--- src/rtl/heartbeat_pkg.sv ---
// Shared types and default parameters for the heartbeat monitor.
package heartbeat_pkg;

    // Monitor FSM states; the encoding is fixed so status readback stays stable.
    typedef enum logic [1:0] {
        SEARCH = 2'd0,
        ACTIVE = 2'd1,
        LATE   = 2'd2,
        ALARM  = 2'd3
    } hb_state_e;

    localparam int unsigned HB_DEF_W          = 16;
    localparam int unsigned HB_DEF_TIMEOUT    = 300;
    localparam int unsigned HB_DEF_MIN_PERIOD = 200;
    localparam int unsigned HB_DEF_MISS_LIMIT = 3;
    localparam int unsigned HB_DEF_CW         = 2;

endpackage

--- src/rtl/heartbeat_monitor_if.sv ---
// Heartbeat monitor signal bundle: pulse and clear in, status out.
interface heartbeat_monitor_if
    import heartbeat_pkg::*;
#(
    parameter int unsigned W  = HB_DEF_W,
    parameter int unsigned CW = HB_DEF_CW
) ();

    logic          hb_in;
    logic          alarm_clr;
    logic          alive;
    logic          alarm;
    logic          early;
    logic [CW-1:0] miss_count;
    logic [W-1:0]  period;
    logic          period_vld;

    // Side that drives the heartbeat and reads the status.
    modport master (
        output hb_in,
        output alarm_clr,
        input  alive,
        input  alarm,
        input  early,
        input  miss_count,
        input  period,
        input  period_vld
    );

    // The monitor itself.
    modport slave (
        input  hb_in,
        input  alarm_clr,
        output alive,
        output alarm,
        output early,
        output miss_count,
        output period,
        output period_vld
    );

endinterface

--- src/rtl/heartbeat_gapcnt.sv ---
// Saturating cycle counter measuring time since the last beat/miss/clear.
module heartbeat_gapcnt
    import heartbeat_pkg::*;
#(
    parameter int unsigned W       = HB_DEF_W,
    parameter int unsigned TIMEOUT = HB_DEF_TIMEOUT
) (
    input  logic         clk,
    input  logic         reset,
    input  logic         clr,
    output logic [W-1:0] gap,
    output logic         at_timeout
);

    localparam logic [W-1:0] GAP_TIMEOUT = W'(TIMEOUT - 1);
    localparam logic [W-1:0] GAP_MAX     = '1;

    // Count up every cycle, hold at all-ones, restart from zero on clear.
    always_ff @(posedge clk) begin
        if (reset || clr) begin
            gap <= '0;
        end else if (gap != GAP_MAX) begin
            gap <= gap + W'(1);
        end
    end

    // TIMEOUT cycles have elapsed since the last clear.
    assign at_timeout = (gap == GAP_TIMEOUT);

endmodule

--- src/rtl/heartbeat_monitor.sv ---
// Heartbeat watchdog: locks onto the beat stream, measures the interval,
// flags early/missing beats and raises a sticky alarm after repeated faults.
module heartbeat_monitor
    import heartbeat_pkg::*;
#(
    parameter int unsigned W          = HB_DEF_W,
    parameter int unsigned TIMEOUT    = HB_DEF_TIMEOUT,
    parameter int unsigned MIN_PERIOD = HB_DEF_MIN_PERIOD,
    parameter int unsigned MISS_LIMIT = HB_DEF_MISS_LIMIT,
    parameter int unsigned CW         = HB_DEF_CW
) (
    input  logic               clk,
    input  logic               reset,
    heartbeat_monitor_if.slave bus
);

    localparam logic [W-1:0]  MIN_IV  = W'(MIN_PERIOD);
    localparam logic [W-1:0]  GAP_MAX = '1;
    localparam logic [CW-1:0] LIMIT   = CW'(MISS_LIMIT);

    hb_state_e     state_q;
    hb_state_e     state_d;

    logic          hb_q;
    logic          beat;
    logic          beat_ok;

    logic [W-1:0]  gap;
    logic          at_timeout;
    logic          gap_clr;
    logic [W-1:0]  interval;

    logic          counting;
    logic          good_beat;
    logic          early_beat;
    logic          miss;
    logic          fault;

    logic [CW-1:0] miss_q;
    logic [CW-1:0] miss_inc;
    logic          hit_limit;

    logic [W-1:0]  period_q;
    logic          period_vld_q;
    logic          early_q;
    logic          alive_d;
    logic          alarm_d;

    // Delay hb_in by one cycle so a rising edge can be detected.
    always_ff @(posedge clk) begin
        if (reset) begin
            hb_q <= 1'b0;
        end else begin
            hb_q <= bus.hb_in;
        end
    end

    assign beat    = bus.hb_in & ~hb_q;
    // alarm_clr wins over a coincident beat; the beat is discarded.
    assign beat_ok = beat & ~bus.alarm_clr;

    heartbeat_gapcnt #(
        .W       (W),
        .TIMEOUT (TIMEOUT)
    ) u_gapcnt (
        .clk        (clk),
        .reset      (reset),
        .clr        (gap_clr),
        .gap        (gap),
        .at_timeout (at_timeout)
    );

    // Interval of a beat is gap+1, held at all-ones once the counter saturates.
    assign interval = (gap == GAP_MAX) ? GAP_MAX : gap + W'(1);

    // Timeouts and early beats only count while locked and not yet alarmed.
    assign counting   = (state_q == ACTIVE) || (state_q == LATE);
    assign good_beat  = counting & beat_ok & (interval >= MIN_IV);
    assign early_beat = counting & beat_ok & (interval < MIN_IV);
    // A beat landing on the timeout cycle is on time, not a miss.
    assign miss       = counting & at_timeout & ~beat & ~bus.alarm_clr;
    assign fault      = early_beat | miss;
    assign gap_clr    = beat | miss | bus.alarm_clr;

    assign miss_inc  = (miss_q >= LIMIT) ? LIMIT : miss_q + CW'(1);
    assign hit_limit = (miss_inc == LIMIT);

    // FSM state register.
    always_ff @(posedge clk) begin
        if (reset) begin
            state_q <= SEARCH;
        end else begin
            state_q <= state_d;
        end
    end

    // FSM next-state logic.
    always_comb begin
        state_d = state_q;
        if (bus.alarm_clr) begin
            state_d = SEARCH;
        end else begin
            case (state_q)
                SEARCH: begin
                    if (beat) begin
                        state_d = ACTIVE;
                    end
                end
                ACTIVE, LATE: begin
                    if (fault) begin
                        state_d = hit_limit ? ALARM : LATE;
                    end else if (good_beat) begin
                        state_d = ACTIVE;
                    end
                end
                ALARM: begin
                    state_d = ALARM;
                end
                default: begin
                    state_d = SEARCH;
                end
            endcase
        end
    end

    // FSM status outputs decoded from the state register.
    always_comb begin
        alive_d = (state_q == ACTIVE);
        alarm_d = (state_q == ALARM);
    end

    // Fault counter, period measurement and early pulse.
    always_ff @(posedge clk) begin
        if (reset) begin
            miss_q       <= '0;
            period_q     <= '0;
            period_vld_q <= 1'b0;
            early_q      <= 1'b0;
        end else begin
            early_q <= early_beat;
            if (bus.alarm_clr) begin
                miss_q       <= '0;
                period_vld_q <= 1'b0;
            end else begin
                if (fault) begin
                    miss_q <= miss_inc;
                end else if (good_beat) begin
                    miss_q <= '0;
                end
                // The first beat after SEARCH only establishes the phase.
                if (beat_ok && (state_q != SEARCH)) begin
                    period_q     <= interval;
                    period_vld_q <= 1'b1;
                end
            end
        end
    end

    assign bus.alive      = alive_d;
    assign bus.alarm      = alarm_d;
    assign bus.early      = early_q;
    assign bus.miss_count = miss_q;
    assign bus.period     = period_q;
    assign bus.period_vld = period_vld_q;

endmodule
--- src/flat_wrapper.sv ---
// flat-port wrapper written by rule: the top's interface ports become plain ports
module heartbeat_monitor_flat import heartbeat_pkg::*;
#(
    parameter int unsigned W          = HB_DEF_W,
    parameter int unsigned TIMEOUT    = HB_DEF_TIMEOUT,
    parameter int unsigned MIN_PERIOD = HB_DEF_MIN_PERIOD,
    parameter int unsigned MISS_LIMIT = HB_DEF_MISS_LIMIT,
    parameter int unsigned CW         = HB_DEF_CW
)
  (clk, reset, bus_hb_in, bus_alarm_clr, bus_alive, bus_alarm, bus_early, bus_miss_count, bus_period, bus_period_vld);
  heartbeat_monitor_if #(.W(W), .CW(CW)) bus_i ();
  input  logic clk;
  input  logic reset;
  input wire logic [$bits(bus_i.hb_in)-1:0] bus_hb_in;
  input wire logic [$bits(bus_i.alarm_clr)-1:0] bus_alarm_clr;
  output wire logic [$bits(bus_i.alive)-1:0] bus_alive;
  output wire logic [$bits(bus_i.alarm)-1:0] bus_alarm;
  output wire logic [$bits(bus_i.early)-1:0] bus_early;
  output wire logic [$bits(bus_i.miss_count)-1:0] bus_miss_count;
  output wire logic [$bits(bus_i.period)-1:0] bus_period;
  output wire logic [$bits(bus_i.period_vld)-1:0] bus_period_vld;
  assign bus_i.hb_in = bus_hb_in;
  assign bus_i.alarm_clr = bus_alarm_clr;
  assign bus_alive = bus_i.alive;
  assign bus_alarm = bus_i.alarm;
  assign bus_early = bus_i.early;
  assign bus_miss_count = bus_i.miss_count;
  assign bus_period = bus_i.period;
  assign bus_period_vld = bus_i.period_vld;
  heartbeat_monitor #(.W(W), .TIMEOUT(TIMEOUT), .MIN_PERIOD(MIN_PERIOD), .MISS_LIMIT(MISS_LIMIT), .CW(CW)) u_core (.clk(clk), .reset(reset), .bus(bus_i));
endmodule
--- config.mk ---
export PLATFORM = sky130hd
export DESIGN_NAME = heartbeat_monitor_flat
export DESIGN_NICKNAME = d
export VERILOG_FILES = /design/src/rtl/heartbeat_pkg.sv /design/src/rtl/heartbeat_monitor_if.sv /design/src/rtl/heartbeat_gapcnt.sv /design/src/rtl/heartbeat_monitor.sv /design/src/flat_wrapper.sv
export SDC_FILE = /design/constraint.sdc
export NUM_CORES = 1
export LEC_CHECK = 0
export BUFFER_PORTS_ARGS = -buffer_cell sky130_fd_sc_hd__buf_2
export CORE_ASPECT_RATIO = 1.2
export CORE_UTILIZATION = 40
export DETAILED_ROUTE_END_ITERATION = 8
export GPL_TIMING_DRIVEN = 0
export SYNTH_ARGS = -nofsm -noshare
export SYNTH_HDL_FRONTEND = slang
export SYNTH_SLANG_ARGS = --single-unit
--- constraint.sdc ---
create_clock -name clk -period 7.1 [get_ports clk]
set_input_delay 1.775 -clock clk [delete_from_list [all_inputs] [get_ports clk]]
set_output_delay 1.775 -clock clk [all_outputs]
set_load 0.01 [all_outputs]
==> flow_summary.ini <==
[clocking]
clock-sinks = 39
cts_tree = done
h-tree-depth = 2
root_buffer = clkbuf_8
cts_buffers = 5
holdBufCountCts = 0
clockBufferDepth = 2
clk_pin_slew_ns = 0.08
cts_setup_buffers = 0
worstSkewPairLatency_ns = 0.30
post_cts_resized = 0

[routing]
wl_mm = 4.85
route.detailed.drc = 0
route.met3.wl_um = 211
vias = 1733
wirelength_met1_mm = 2.15
met2_length_mm = 2.36
drt_pass1_iterations = 4
drt-vias-per-instance = 5.37
dr.max_layer_used = met4
drtIter0Drc = 79
drtAntennaViolNets = 0
wl_per_cell_um = 15.0

[yosys]
netlist_instances = 233
ys_types = 53
ys_seq_area_frac = 0.394
synth_top_family_by_area = simple AND/OR/NAND/NOR gates
synth.avg_cell_area_um2 = 8.51
synth.area.top_cells = dfxtp_1, nor2_1, nand2_1
synth_area_um2 = 1980
synth-compound-area-share = 0.163
syn_nets = 241
synth_adder_area_share = 0.0252
yosys.area.top_type = dfxtp_1
synth_xor_area_frac = 0.0397
ys_ff_latch = 39
synth-simple-area-share = 0.313
ys.warnings.count = 0
synth.area.mux_share = 0.0221
synth.top_cell.area_share = 0.394

[final_layout]
seq_area_um2 = 781
diodes = 0
area_growth_pct = 16.4
final_cell_mix = nor2_1, dfxtp_1, buf_2, nand2_1, a21oi_1
multi_input_area_um2 = 1120
final_common_cell = nor2_1
layout-drive-gt1-share = 0.204
design_area_um2 = 2310
fillers = 465
layout.nets = 272

[timing]
fmax_ghz = 0.293
finalCriticalPeriod_ns = 3.41
rsz0062_at_grt = false
slew_violations = 0
setup_violations = 0
finalHoldViolCount = 0
max_slew_margin = 0.563
fin_tns_setup_ns = 0
fin_crit_sh = 0.480
clock_skew_ns = 0.0112
worst_slew_pin_slew_ns = 0.655

[global_routing]
antenna_found_initial = 0
grt_overflow = 0
grt_max_degree = 13
gr-usage-all-layers = 0.203
grt_pass1_vias = 1607
grt_pass1_wl_mm = 7.90

[power]
p_leak_nw = 0.873
ir_worst_vdd_mv = 0.0888
power_uw = 464
p_per_area_nw_per_um2 = 201

[setup_path]
crit_chain = clkbuf_1 > or2_2 > clkbuf_1 > nand2b_1 > clkbuf_1 > buf_2 > nor2_1
cpPeakStageDelay_ns = 0.45
critical_path_class = in -> reg
path_buf_inv = 4
cp.required_ns = 7.28
path_max_fanout = 10
worst_path_most_repeated_cell = clkbuf_1
crit_family = buffers and inverters
crit_path_end_kind = flop
r2r-start = u_core.u_gapcnt.gap[0]$_SDFFE_PP0N_
cp-start-kind = input pin
cpMaxStageDelayCell = clkbuf_1
arrival_ns = 3.59
critical_path.startpoint = reset

[min_path]
hold_start = u_core.bus.period_vld$_SDFFE_PP0P_
min_path_type = reg -> reg

[placement]
place_area_um2 = 2180
io_buffers = 24
globalplace.congestion = 0.881
dp_hpwl_mm = 3.51

[die]
coreArea_um2 = 4660
io_pins = 26
fp.dieH_um = 79.1
die_x_um = 66.3
start_util = 0.425
dieArea_um2 = 5240
num_rows = 27

[flow_run]
max-cap-violations = 0

[outcome]
status = completed
## cells by family (layout without fill, tap and decap cells)
family / Yosys count / after routing
fa+ha+maj: 4 / 4
buf+inv: 19 / 51
compound gates: 40 / 40
xor+xnor: 9 / 9
flops: 39 / 39
mux: 4 / 4
simple gates: 118 / 118
## cell usage after synthesis, drive strengths merged
master	instances
o21bai	3
nand2	17
nand4b	1
xor2	4
o31ai	3
nor2	50
or4	2
nand3	7
a311oi	2
a211oi	9
and3	1
buf	5
o31a	1
or2	2
nor4	6
a21boi	1
nor3b	1
a41oi	1
o32ai	1
dfxtp	39
nor3	10
xnor2	5
a21oi	12
nor2b	2
o21ai	3
nand2b	3
mux2i	4
o41ai	1
inv	4
nand4	8
a211o	1
and4	1
or3	2
clkbuf	10
a31o	1
ha	4
and2	3
nor4b	2
a31oi	1
## per-stage QoR
| step | instances | util | hold slack [ns] | setup WS (ns) |
|---|---|---|---|---|
| after global routing | 323 | 0.495 | 0.489 | 3.52 |
| after floorplan | 233 | - | 0.449 | 4.02 |
| after CTS | 323 | 0.495 | 0.480 | 3.65 |
| after global placement | 315 | 0.467 | 0.451 | 3.36 |
| final | 323 | 0.495 | 0.475 | 3.69 |
| after detailed placement | 315 | 0.467 | 0.461 | 3.34 |
## worst paths after layout
| check | to | slack [ns] | cells past startpoint |
|---|---|---|---|
| max | u_core.u_gapcnt.gap[4]$_SDFFE_PP0N_ | 3.69 | 7 |
| min | u_core.bus.period_vld$_SDFFE_PP0P_ | 0.48 | 2 |
| max reg2reg | u_core.bus.miss_count[0]$_SDFFE_PP0P_ | 4.39 | 8 |
| min reg2reg | u_core.bus.period_vld$_SDFFE_PP0P_ | 0.48 | 2 |
## power by group
part / internal, mW / total [mW] / switching [mW]
Combinational: 0.00706 / 0.0197 / 0.0126
Sequential: 0.221 / 0.223 / 0.00169
Clock: 0.141 / 0.222 / 0.0813
## per-layer routing
metal,vias up,GRT usage
li1,888,-
met1,794,0.252
met2,38,0.334
met3,13,0.0445
met4,0,0.0851
met5,-,0
## worst register-to-register path, delay by kind of cell (launching register included)
kind / cells / cell delay, ns
AND/OR/NAND/NOR: 3 / 0.72
AO/OA/AOI/OAI: 3 / 0.63
multiplexers: 1 / 0.50
flip-flops: 1 / 0.45
adder cells (fa/ha/maj): 1 / 0.34
## layout make-up
| class | count | share of cell area |
|---|---|---|
| Timing Repair Buffer | 24 | 0.0520 |
| Clock buffer | 6 | 0.0314 |
| Multi-Input combinational cell | 175 | 0.484 |
| Buffer | 15 | 0.0304 |
| Sequential cell | 39 | 0.338 |
| Tap cell | 58 | 0.0314 |
| Clock inverter | 2 | 0.0260 |
| Inverter | 4 | 0.00650 |
## registers in the layout (all words and copies together), names as in the netlist
| register | flops |
|---|---|
| u_core.state_q | 2 |
| u_core.u_gapcnt.gap | 16 |
| u_core.bus.period | 16 |
| u_core.bus.miss_count | 2 |
| u_core.bus.period_vld | 1 |
| u_core.bus.early | 1 |
| u_core.hb_q | 1 |
Note: power is estimated with default switching activity, not from simulation.
